### config.mk
export PLATFORM = sky130hd
export DESIGN_NAME = cr_multi_port_reset_seq
export DESIGN_NICKNAME = d
export VERILOG_FILES = /design/src/rtl/cr_multi_port_reset_seq.sv
export SDC_FILE = /design/constraint.sdc
export NUM_CORES = 1
export LEC_CHECK = 0
export CAP_MARGIN = 10
export CORE_MARGIN = 2
export CORE_UTILIZATION = 47
export CTS_CLUSTER_SIZE = 16
export DETAILED_ROUTE_END_ITERATION = 8
export PLACE_DENSITY = 0.66
export SETUP_SLACK_MARGIN = 0.5
export SYNTH_ARGS = -nofsm -noshare
export SYNTH_HDL_FRONTEND = slang
export SYNTH_SLANG_ARGS = --single-unit
### constraint.sdc
create_clock -name clk_i -period 6.8 [get_ports clk_i]
set_clock_uncertainty 0.15 [all_clocks]
set_input_delay 2.04 -clock clk_i [delete_from_list [all_inputs] [get_ports clk_i]]
set_output_delay 2.04 -clock clk_i [all_outputs]
set_load 0.02 [all_outputs]
### src/rtl/cr_multi_port_reset_seq.sv
// ---------------------------------------------------------------------------
// cr_multi_port_reset_seq
//
// Purpose:
//   Reset sequencer for the DDR3 unit-level top. Produces one active-low
//   aresetn per AXI port from the board-level reset. All ports are held in
//   reset, the block waits for the memory model to finish initialising (or
//   times out), then releases the ports one at a time, STAGGER_CYC apart.
//   Once running, each port can optionally be soft-reset on its own.
//
// Optional feature:
//   CR_RST_SEQ_SW_RST_EN  when defined, builds the per-port soft-reset logic
//                         (one HOLD_CYC down-counter per port). When not
//                         defined, sw_rst_req_i is ignored and released ports
//                         stay high in RUN.
//
// Ports:
//   clk_i            single clock for all logic
//   rst_n_i          asynchronous active-low reset
//   mem_init_done_i  memory init complete (level, clk_i domain)
//   sw_rst_req_i     per-port soft-reset request, 1-cycle pulse
//   port_aresetn_o   per-port active-low reset to AXI port i
//   port_rst_busy_o  1 while port i is held in reset by this block
//   seq_done_o       1 once every port has been released after power-on
//   init_timeout_o   sticky, mem_init_done_i missed the INIT_TO_CYC window
//
// State table:
//   state       | meaning
//   S_HOLD      | all ports in reset, counting HOLD_CYC after synchronised release
//   S_WAIT_INIT | waiting for mem_init_done_i, bounded by INIT_TO_CYC
//   S_RELEASE   | releasing ports in index order, STAGGER_CYC apart
//   S_RUN       | terminal; only soft resets act
// ---------------------------------------------------------------------------
module cr_multi_port_reset_seq #(
    parameter int NUM_PORTS   = 2,
    parameter int HOLD_CYC    = 16,
    parameter int STAGGER_CYC = 4,
    parameter int INIT_TO_CYC = 1024,
    parameter int CNT_W       = 16
) (
    input  logic                 clk_i,
    input  logic                 rst_n_i,
    input  logic                 mem_init_done_i,
    input  logic [NUM_PORTS-1:0] sw_rst_req_i,
    output logic [NUM_PORTS-1:0] port_aresetn_o,
    output logic [NUM_PORTS-1:0] port_rst_busy_o,
    output logic                 seq_done_o,
    output logic                 init_timeout_o
);

    typedef enum logic [1:0] {
        S_HOLD      = 2'd0,
        S_WAIT_INIT = 2'd1,
        S_RELEASE   = 2'd2,
        S_RUN       = 2'd3
    } state_t;

    localparam int PORT_W = (NUM_PORTS > 1) ? $clog2(NUM_PORTS) : 1;

    localparam logic [CNT_W-1:0]  CNT_ONE   = CNT_W'(1);
    localparam logic [CNT_W-1:0]  HOLD_TC   = CNT_W'(HOLD_CYC);
    // WAIT_INIT counter starts at 0 on entry, so the INIT_TO_CYC-th cycle
    // is the one where the count reads INIT_TO_CYC-1.
    localparam logic [CNT_W-1:0]  INIT_TC   = CNT_W'(INIT_TO_CYC - 1);
    localparam logic [CNT_W-1:0]  STAG_TC   = CNT_W'(STAGGER_CYC);
    localparam logic [PORT_W-1:0] PORT_ONE  = PORT_W'(1);
    localparam logic [PORT_W-1:0] LAST_PORT = PORT_W'(NUM_PORTS - 1);

    logic                 rst_meta_q;
    logic                 rst_sync_q;
    state_t               state_q;
    logic [CNT_W-1:0]     cnt_q;
    logic [PORT_W-1:0]    port_idx_q;
    logic [NUM_PORTS-1:0] port_aresetn_q;
    logic [NUM_PORTS-1:0] port_rst_busy_q;
    logic                 seq_done_q;
    logic                 init_timeout_q;

`ifdef CR_RST_SEQ_SW_RST_EN
    logic [CNT_W-1:0]     sw_cnt_q [NUM_PORTS];
`else
    logic                 sw_rst_req_unused;
    assign sw_rst_req_unused = ^sw_rst_req_i;
`endif

    // Reset synchroniser: assertion is asynchronous, release takes two edges.
    always_ff @(posedge clk_i or negedge rst_n_i) begin
        if (!rst_n_i) begin
            rst_meta_q <= 1'b0;
            rst_sync_q <= 1'b0;
        end else begin
            rst_meta_q <= 1'b1;
            rst_sync_q <= rst_meta_q;
        end
    end

    always_ff @(posedge clk_i or negedge rst_n_i) begin
        if (!rst_n_i) begin
            state_q         <= S_HOLD;
            cnt_q           <= '0;
            port_idx_q      <= '0;
            port_aresetn_q  <= '0;
            port_rst_busy_q <= '1;
            seq_done_q      <= 1'b0;
            init_timeout_q  <= 1'b0;
`ifdef CR_RST_SEQ_SW_RST_EN
            for (int p = 0; p < NUM_PORTS; p++) begin
                sw_cnt_q[p] <= '0;
            end
`endif
        end else if (rst_sync_q) begin
            case (state_q)
                S_HOLD: begin
                    if (cnt_q == HOLD_TC) begin
                        state_q <= S_WAIT_INIT;
                        cnt_q   <= '0;
                    end else begin
                        cnt_q <= cnt_q + CNT_ONE;
                    end
                end

                S_WAIT_INIT: begin
                    if (mem_init_done_i || (cnt_q == INIT_TC)) begin
                        if (!mem_init_done_i) begin
                            init_timeout_q <= 1'b1;
                        end
                        // Port 0 goes out on the RELEASE entry edge itself.
                        port_aresetn_q[0]  <= 1'b1;
                        port_rst_busy_q[0] <= 1'b0;
                        cnt_q              <= CNT_ONE;
                        port_idx_q         <= PORT_ONE;
                        if (NUM_PORTS == 1) begin
                            seq_done_q <= 1'b1;
                            state_q    <= S_RUN;
                        end else begin
                            state_q <= S_RELEASE;
                        end
                    end else begin
                        cnt_q <= cnt_q + CNT_ONE;
                    end
                end

                S_RELEASE: begin
                    if (cnt_q == STAG_TC) begin
                        for (int p = 0; p < NUM_PORTS; p++) begin
                            if (PORT_W'(p) == port_idx_q) begin
                                port_aresetn_q[p]  <= 1'b1;
                                port_rst_busy_q[p] <= 1'b0;
                            end
                        end
                        cnt_q      <= CNT_ONE;
                        port_idx_q <= port_idx_q + PORT_ONE;
                        if (port_idx_q == LAST_PORT) begin
                            seq_done_q <= 1'b1;
                            state_q    <= S_RUN;
                        end
                    end else begin
                        cnt_q <= cnt_q + CNT_ONE;
                    end
                end

                S_RUN: begin
`ifdef CR_RST_SEQ_SW_RST_EN
                    // Each port runs its own down-counter; a fresh request
                    // reloads it, so overlapping requests extend the pulse.
                    for (int p = 0; p < NUM_PORTS; p++) begin
                        if (sw_rst_req_i[p]) begin
                            sw_cnt_q[p]        <= HOLD_TC;
                            port_aresetn_q[p]  <= 1'b0;
                            port_rst_busy_q[p] <= 1'b1;
                        end else if (sw_cnt_q[p] == CNT_ONE) begin
                            sw_cnt_q[p]        <= '0;
                            port_aresetn_q[p]  <= 1'b1;
                            port_rst_busy_q[p] <= 1'b0;
                        end else if (sw_cnt_q[p] != '0) begin
                            sw_cnt_q[p] <= sw_cnt_q[p] - CNT_ONE;
                        end
                    end
`else
                    state_q <= S_RUN;
`endif
                end

                default: begin
                    state_q <= S_HOLD;
                end
            endcase
        end
    end

    assign port_aresetn_o  = port_aresetn_q;
    assign port_rst_busy_o = port_rst_busy_q;
    assign seq_done_o      = seq_done_q;
    assign init_timeout_o  = init_timeout_q;

endmodule
; Word level (Yosys, flattened, before mapping)
; Index checks and enable logic that the tools add are counted.
[word_totals]
ff_bits = 26
inputBits = 5
out_inout_bits = 6
wordCells = 53
[classes]
addsub = 2
n_eq_ne = 11
mux = 19
bitwise_logic = 1
reduce_logical = 10
[op_table]
columns = cell, count
row1 = $mux W16, 3
row2 = $pmux W16 S3, 1
row3 = $add A16 B1 Y16 const B, 1
row4 = $eq A16 B10 Y1 const B, 1
row5 = $eq A16 B3 Y1 const B, 1
row6 = $eq A16 B5 Y1 const B, 1
row7 = $reduce_and A4 Y1, 3
row8 = $ne A2 B2 Y1 const B, 5
row9 = $reduce_and A5 Y1, 2
row10 = $mux W2, 4
row11 = $pmux W2 S4, 1
row12 = $mux W1, 7
row13 = $pmux W1 S2, 3
row14 = $eq A2 B2 Y1 const B, 2
row15 = $reduce_bool A3 Y1, 1
row16 = $eq A2 B1 Y1 const B, 1
row17 = $logic_not A2 Y1, 1
row18 = $reduce_and A2 Y1, 1
row19 = $reduce_bool A2 Y1, 1
row20 = $add A1 B1 Y1 const B, 1
row21 = $logic_or A1 B1 Y1, 1
row22 = $not A1 Y1, 1

; Logic depth before layout (Yosys ltp)
; Gate-level depths: netlist (run 1).
[depth]
ltp_word = 4
depth_mapped = 8
ltp_nobuf = 7

; Worst setup path after synthesis (run 1)
; Ideal clock, no wire load.
[synth_timing]
kind = input to register
start = in mem_init_done_i
end = reg cnt_q[12]
t_arrival_ns = 2.903
required_time_ns = 6.567
path_slack_ns = 3.664
path_stages = 5
path_buffers = 0
path_cell_list = inv_1 nand2_1 o221ai_2 or3b_2 o21ai_0
[synth_between]
elab_chain_cells = 3
[synth_rtl]
columns = element, line
row1 = from (decl), 43  ; input logic mem_init_done_i,
row2 = $logic_or A1 B1 Y1, 123  ; if (mem_init_done_i || (cnt_q == INIT_TC)) begin
row3 = $mux W16, 123
row4 = $pmux W16 S3, 112  ; case (state_q)
row5 = to (signal assigned), 118  ; cnt_q <= cnt_q + CNT_ONE;
row6 = to (signal assigned), 139  ; cnt_q <= cnt_q + CNT_ONE;
row7 = to (signal assigned), 158  ; cnt_q <= cnt_q + CNT_ONE;
row8 = to (decl), 72  ; logic [CNT_W-1:0] cnt_q;
; No other way between the ends.
; A chain may end at the register's enable or synchronous reset.

; Worst setup path after layout (run 1)
[layout_timing]
start = reg port_rst_busy_q[0], in the netlist port_rst_busy_o[0]
end = out port_rst_busy_o[0]
[layout_rtl]
columns = element, line
row1 = from (decl), 75  ; logic [NUM_PORTS-1:0] port_rst_busy_q;
row2 = from (signal assigned), 103  ; port_rst_busy_q <= '1;
row3 = from (signal assigned), 129  ; port_rst_busy_q[0] <= 1'b0;
row4 = "from (signal, indexed assignment)", 148  ; port_rst_busy_q[p] <= 1'b0;
row5 = to (decl), 46  ; output logic [NUM_PORTS-1:0] port_rst_busy_o,
; No word-level cell between the ends.

==> results.json, run 1 <==
{
  "drc": 0,
  "dp.cells": 178,
  "cp-end-kind": "output pin",
  "rsz0062_at_grt": "false",
  "dr.pass1.iters": 4,
  "cts_buffers": 3,
  "path_clk_slew_ns": 0.16,
  "yosys.area.top_type_share_pct": 41.9,
  "start_util_pct": 48.2,
  "die-area_um2": 3510,
  "grt_max_degree": 27,
  "max_slew.worst_pin.slew_ns": 0.485,
  "synthesis.area_per_instance_um2": 10.3,
  "cp_top_family": "buffers and inverters",
  "num_vias": 1051,
  "yosysWarnings": 0,
  "post-route-min-period_ns": 3.68,
  "finalNonFillerCells": 182,
  "p_leak_nw": 0.637,
  "fp.dieW_um": 59.2,
  "avgRoutedWirePerCell_um": 14.9,
  "overflow": 0,
  "crit_fanout": 2,
  "cts_hold_buf": 0,
  "synth-edff-count": 0,
  "num-fill-cells": 272,
  "syn_inst": 139,
  "grt_usage_pct": 17.9,
  "status": "complete, no violations",
  "synth_area_um2": 1430,
  "area_growth_pct": 11.3,
  "hold_class": "register to register",
  "antenna_found_initial": 0,
  "m1WireLength_um": 1350,
  "fin_crit_sh_pct": 54.0,
  "clk_latency_ns": 0.33,
  "cts_setup_buffers": 0,
  "dp_hpwl_um": 1960,
  "cts_resized": 0,
  "cp.required_ns": 4.61,
  "crit_chain": "clkdlybuf4s50_1",
  "ys_ff_latch": 26,
  "yosys.area.top_type": "dfrtp_1",
  "slew_viol_final": 0,
  "cts_root_buf": "clkbuf_4",
  "wl_um": 2710,
  "max_slew_margin_pct": 67.2,
  "async_flop_share_pct": 100,
  "hold_viol_final": 0,
  "ios": 11,
  "cts_sinks": 26,
  "grt_pass1_vias": 1039,
  "drt_iter0_drc": 25,
  "ant_nets": 0,
  "cts_tree": "built",
  "max_freq_mhz": 272,
  "power_density_nw_per_um2": 169,
  "die_h_um": 59.2,
  "core_um2": 2980,
  "syn_nets": 151,
  "setup_viol_count_final": 0,
  "maxCapViolCount": 0,
  "post-synth-top-count-cell": "dfrtp_1",
  "grt_pass1_wl_um": 4710,
  "drive_gt1_share_pct": 12.1,
  "clk_path_buf_depth": 2,
  "cp-start-kind": "register",
  "wl_met2_um": 1270,
  "tns_ns": 0,
  "gp_congestion": 0.744,
  "crit_arrival_ns": 1.48,
  "num_antenna_cells": 0,
  "vdd_ir_drop_max_uv": 95.5,
  "cpPeakStageDelay_ns": 0.60,
  "finalNetCount": 162,
  "rows": 20,
  "htreeDepth": 1,
  "io_buffers": 8,
  "synth_commonest_cells": "24 x dfrtp_1, 17 x nor2_1, 10 x nand4_1, 9 x xor2_1, 8 x nand2_1",
  "cpMaxStageDelayCell": "clkdlybuf4s50_1",
  "synth_cell_types": 41,
  "path_class": "register to output pin",
  "met3_length_um": 60,
  "synth_ff_type": "dfrtp_1",
  "ys_seq_area_share_pct": 45.5,
  "ys_top_cells_by_area": "dfrtp_1 42%, ha_1 6.1%, xor2_1 5.5%, nor2_1 4.5%, nand4_1 4.4%",
  "vias_per_cell": 5.77,
  "topRoutingLayerUsed": "met4",
  "cp_num_buf_inv": 1
}
report_power, final:
| part | leakage, nW | switching, W | total [W] | internal, W |
|---|---|---|---|---|
| combinational | 0.341 | 0.00000373 | 0.00000568 | 0.00000195 |
| sequential | 0.268 | 0.000000797 | 0.000156 | 0.000155 |
| clock | 0.0279 | 0.0000485 | 0.000108 | 0.0000596 |
final timing paths:
kind,startpoint,end,slack [ns],cells past startpoint
max in group asynchronous,rst_n_i,port_rst_busy_o[1]$_DFFE_PN1P_,4.29,2
min in group asynchronous,rst_n_i,cnt_q[0]$_DFFE_PN0P_,1.90,2
worst min-delay path,rst_meta_q$_DFF_PN0_,rst_sync_q$_DFF_PN0_,0.23,0
worst max register to register,cnt_q[10]$_DFFE_PN0P_,cnt_q[12]$_DFFE_PN0P_,4.18,5
worst max-delay path,port_rst_busy_o[0]$_DFFE_PN1P_,port_rst_busy_o[0],3.13,1
worst min register to register,rst_meta_q$_DFF_PN0_,rst_sync_q$_DFF_PN0_,0.23,0
flip-flops by register name, indices dropped and copies added (netlist names):
signal and cells:
seq_done_o 1, rst_sync_q 1, rst_meta_q 1, port_aresetn_o 1, state_q 2, port_idx_q 1, cnt_q 16, init_timeout_o 1
port_rst_busy_o 2
cells by family (layout without fill, tap and decap cells):
kind of cell	after synthesis	after routing	share of synthesized area (%)
AND/OR/NAND/NOR	67	67	27.0
flip-flops	26	26	45.5
AO/OA/AOI/OAI	15	15	9.42
XOR/XNOR	11	11	6.72
buffers and inverters	9	19	2.88
adder cells (fa/ha/maj)	7	7	6.11
multiplexers	3	3	2.09
other	1	1	0.262
through the flow:
step	total power [W]	cell area (um2)	hold WS, ns	setup WS [ns]	utilization (%)
after floorplan	0.000160	1430	0.181	3.66	-
after global placement	0.000165	1540	0.183	3.03	51.8
after detailed placement	0.000165	1540	0.201	3.00	51.8
after global routing	0.000280	1600	0.243	3.09	53.6
final	0.000270	1600	0.231	3.13	53.6
after CTS	0.000272	1600	0.235	3.12	53.6
metal layers:
metal  vias to the layer above  GRT usage (%)
met5                         -              0
met4                         0           6.17
met3                         2           2.18
met2                         7           27.5
met1                       527           25.9
li1                        515              -
cells in the final DEF (no fill, tap or decap), drive strengths merged, types with 2 or more instances in the layout:
cell type and count:
nor4 2, nor3 3, o21ai 3, clkbuf 3, nand3 7, nand4 10, dfrtp 24, ha 7
nor2 18, mux2i 3, dfstp 2, nand2 8, inv 6, xnor2 2, and4 2, xor2 9
nor4b 3, or2 3, a21oi 3, clkdlybuf4s50 8, nand2b 2, and3 3
final cells by class:
cell class	instances	area, um2	share of cell area (%)
inverters	6	22.5	1.41
multi-input cells	104	739	46.3
flip-flops and latches	26	653	40.9
clock buffers	3	22.5	1.41
clock inverters	1	30.0	1.88
well taps	33	41.3	2.59
repair buffers	9	87.6	5.49
Note: power is estimated with default switching activity, not from simulation.
==> run 2, diff against run 1 <==
PLACE_DENSITY = 0.69   (was 0.66)
clock period = 3.2 ns   (was 6.8 ns; I/O delays follow)
==> results.json, run 2 (synthesis gave the netlist of run 1 again) <==
{
  "status": "complete, no violations",
  "cp-start-kind": "register",
  "area_growth_pct": 11.7,
  "largest_register_ffs": 16,
  "combPwrFrac_pct": 2.1,
  "cpMaxStageDelayCell": "clkdlybuf4s50_1",
  "overflow": 0,
  "ios": 11,
  "clk_path_buf_depth": 2,
  "dr.pass1.iters": 4,
  "die-area_um2": 3510,
  "hold_viol_final": 0,
  "grt_max_degree": 16,
  "cts_tree": "built",
  "wl_um": 2690,
  "max_slew_margin_pct": 62.6,
  "htreeDepth": 1,
  "drive_gt1_share_pct": 12.1,
  "path_clk_slew_ns": 0.15,
  "min-delay-start": "rst_meta_q$_DFF_PN0_",
  "io_buffers": 8,
  "crit_fanout": 2,
  "vdd_ir_drop_max_uv": 185,
  "start_util_pct": 48.2,
  "whs_path_depth": 0,
  "met2_usage_pct": 24.6,
  "grt_usage_pct": 17.1,
  "hold_class": "register to register",
  "num_antenna_cells": 0,
  "rsz0062_at_grt": "false",
  "rows": 20,
  "max_freq_mhz": 387,
  "num_vias": 1060,
  "cts_root_buf": "clkbuf_4",
  "ant_nets": 0,
  "p_sw_w": 0.000109,
  "vias_per_cell": 5.82,
  "cts_buffers": 3,
  "grt_use_met1_pct": 24.7,
  "finalNetCount": 162,
  "r2r_cells": 5,
  "top_usage_layer": "met1",
  "reg2reg_from": "cnt_q[10]$_DFFE_PN0P_",
  "fin_crit_sh_pct": 80.8,
  "dp_hpwl_um": 2000,
  "final_cell_mix": "24 x dfrtp_1, 17 x nor2_1, 10 x nand4_1, 9 x xor2_1",
  "maxCapViolCount": 0,
  "antenna_found_initial": 0,
  "crit_chain": "clkdlybuf4s50_1",
  "setup_viol_count_final": 0,
  "cts_sinks": 26,
  "internal-power_w": 0.000461,
  "finish.instance_area_um2": 1600,
  "top_register": "cnt_q",
  "grt_pass1_vias": 1009,
  "core_um2": 2980,
  "crit_arrival_ns": 1.48,
  "cp-end-kind": "output pin",
  "holdPathEnd": "rst_sync_q$_DFF_PN0_",
  "num-fill-cells": 276,
  "drc": 0,
  "cp_num_buf_inv": 1,
  "tns_ns": 0,
  "slew_viol_final": 0,
  "cp_top_family": "buffers and inverters",
  "clk_latency_ns": 0.33,
  "grt_pass1_wl_um": 4520,
  "p_leak_nw": 0.637,
  "gp_congestion": 0.846,
  "place_area_um2": 1540,
  "cts_hold_buf": 0,
  "drt_iter0_drc": 52,
  "r2r_slack_ns": 0.71,
  "power_density_nw_per_um2": 356,
  "cpPeakStageDelay_ns": 0.59,
  "fp.dieW_um": 59.2,
  "avgRoutedWirePerCell_um": 14.8,
  "max_slew.worst_pin.slew_ns": 0.553,
  "rr_endpoint": "cnt_q[12]$_DFFE_PN0P_",
  "die_h_um": 59.2,
  "final_common_cell": "dfrtp_1",
  "pwr-share-seq_pct": 58.2,
  "whs_ns": 0.222,
  "power.clock.fraction_pct": 39.7,
  "grt_use_met3_pct": 2.62,
  "swShare_pct": 19.1,
  "post-route-min-period_ns": 2.59,
  "cp.required_ns": 2.09,
  "path_class": "register to output pin",
  "cts_setup_buffers": 0
}
[run 2: area by class of cell]
type	count	area (um2)	area share, %
timing repair buffer	9	87.6	5.47
clock buffer	3	22.5	1.41
clock inverter	1	30.0	1.87
inverter	6	22.5	1.41
tap	33	41.3	2.58
multi-input combinational	104	744	46.5
sequential	26	653	40.8
[run 2: how the worst max path moves through the flow]
stage / from / endpoint / slack, ns / cells after the start
after floorplan: cnt_q[10]$_DFFE_PN0P_ / cnt_q[3]$_DFFE_PN0P_ / 1.03 / 6
after global placement: mem_init_done_i / cnt_q[12]$_DFFE_PN0P_ / 0.53 / 6
after detailed placement: mem_init_done_i / cnt_q[12]$_DFFE_PN0P_ / 0.48 / 6
after CTS: cnt_q[10]$_DFFE_PN0P_ / cnt_q[12]$_DFFE_PN0P_ / 0.53 / 5
after global routing: cnt_q[10]$_DFFE_PN0P_ / cnt_q[12]$_DFFE_PN0P_ / 0.54 / 5
final: port_rst_busy_o[0]$_DFFE_PN1P_ / port_rst_busy_o[0] / 0.61 / 1
[run 2: layer usage]
layer	part of all wire (%)	vias to the layer above
met5	0	-
met4	1.5	0
met3	2.6	5
met2	45	17
met1	51	524
li1	-	514
[run 2: per-stage QoR]
step,setup WS (ns),utilization (%),std cells,power (W)
global route,0.539,53.8,182,0.000591
floorplan,1.03,-,139,0.000339
global placement,0.533,51.8,178,0.000350
detailed placement,0.476,51.8,178,0.000350
finish,0.614,53.8,182,0.000570
CTS,0.535,53.6,182,0.000579
[run 2: power by group through the flow]
stage / combinational (W) / sequential [W] / clock, W
after floorplan: 0.00000205 / 0.000337 / 0
after global placement: 0.0000120 / 0.000338 / 0
after detailed placement: 0.0000122 / 0.000338 / 0
after CTS: 0.0000123 / 0.000332 / 0.000235
after global routing: 0.0000133 / 0.000332 / 0.000246
final: 0.0000117 / 0.000332 / 0.000227
[run 2: timing repair]
action / 4_1_cts / 5_1_grt
hold endpoints to repair: 0 / 0
resized for setup: 0 / 1
endpoints found under the setup margin: 0 / 12
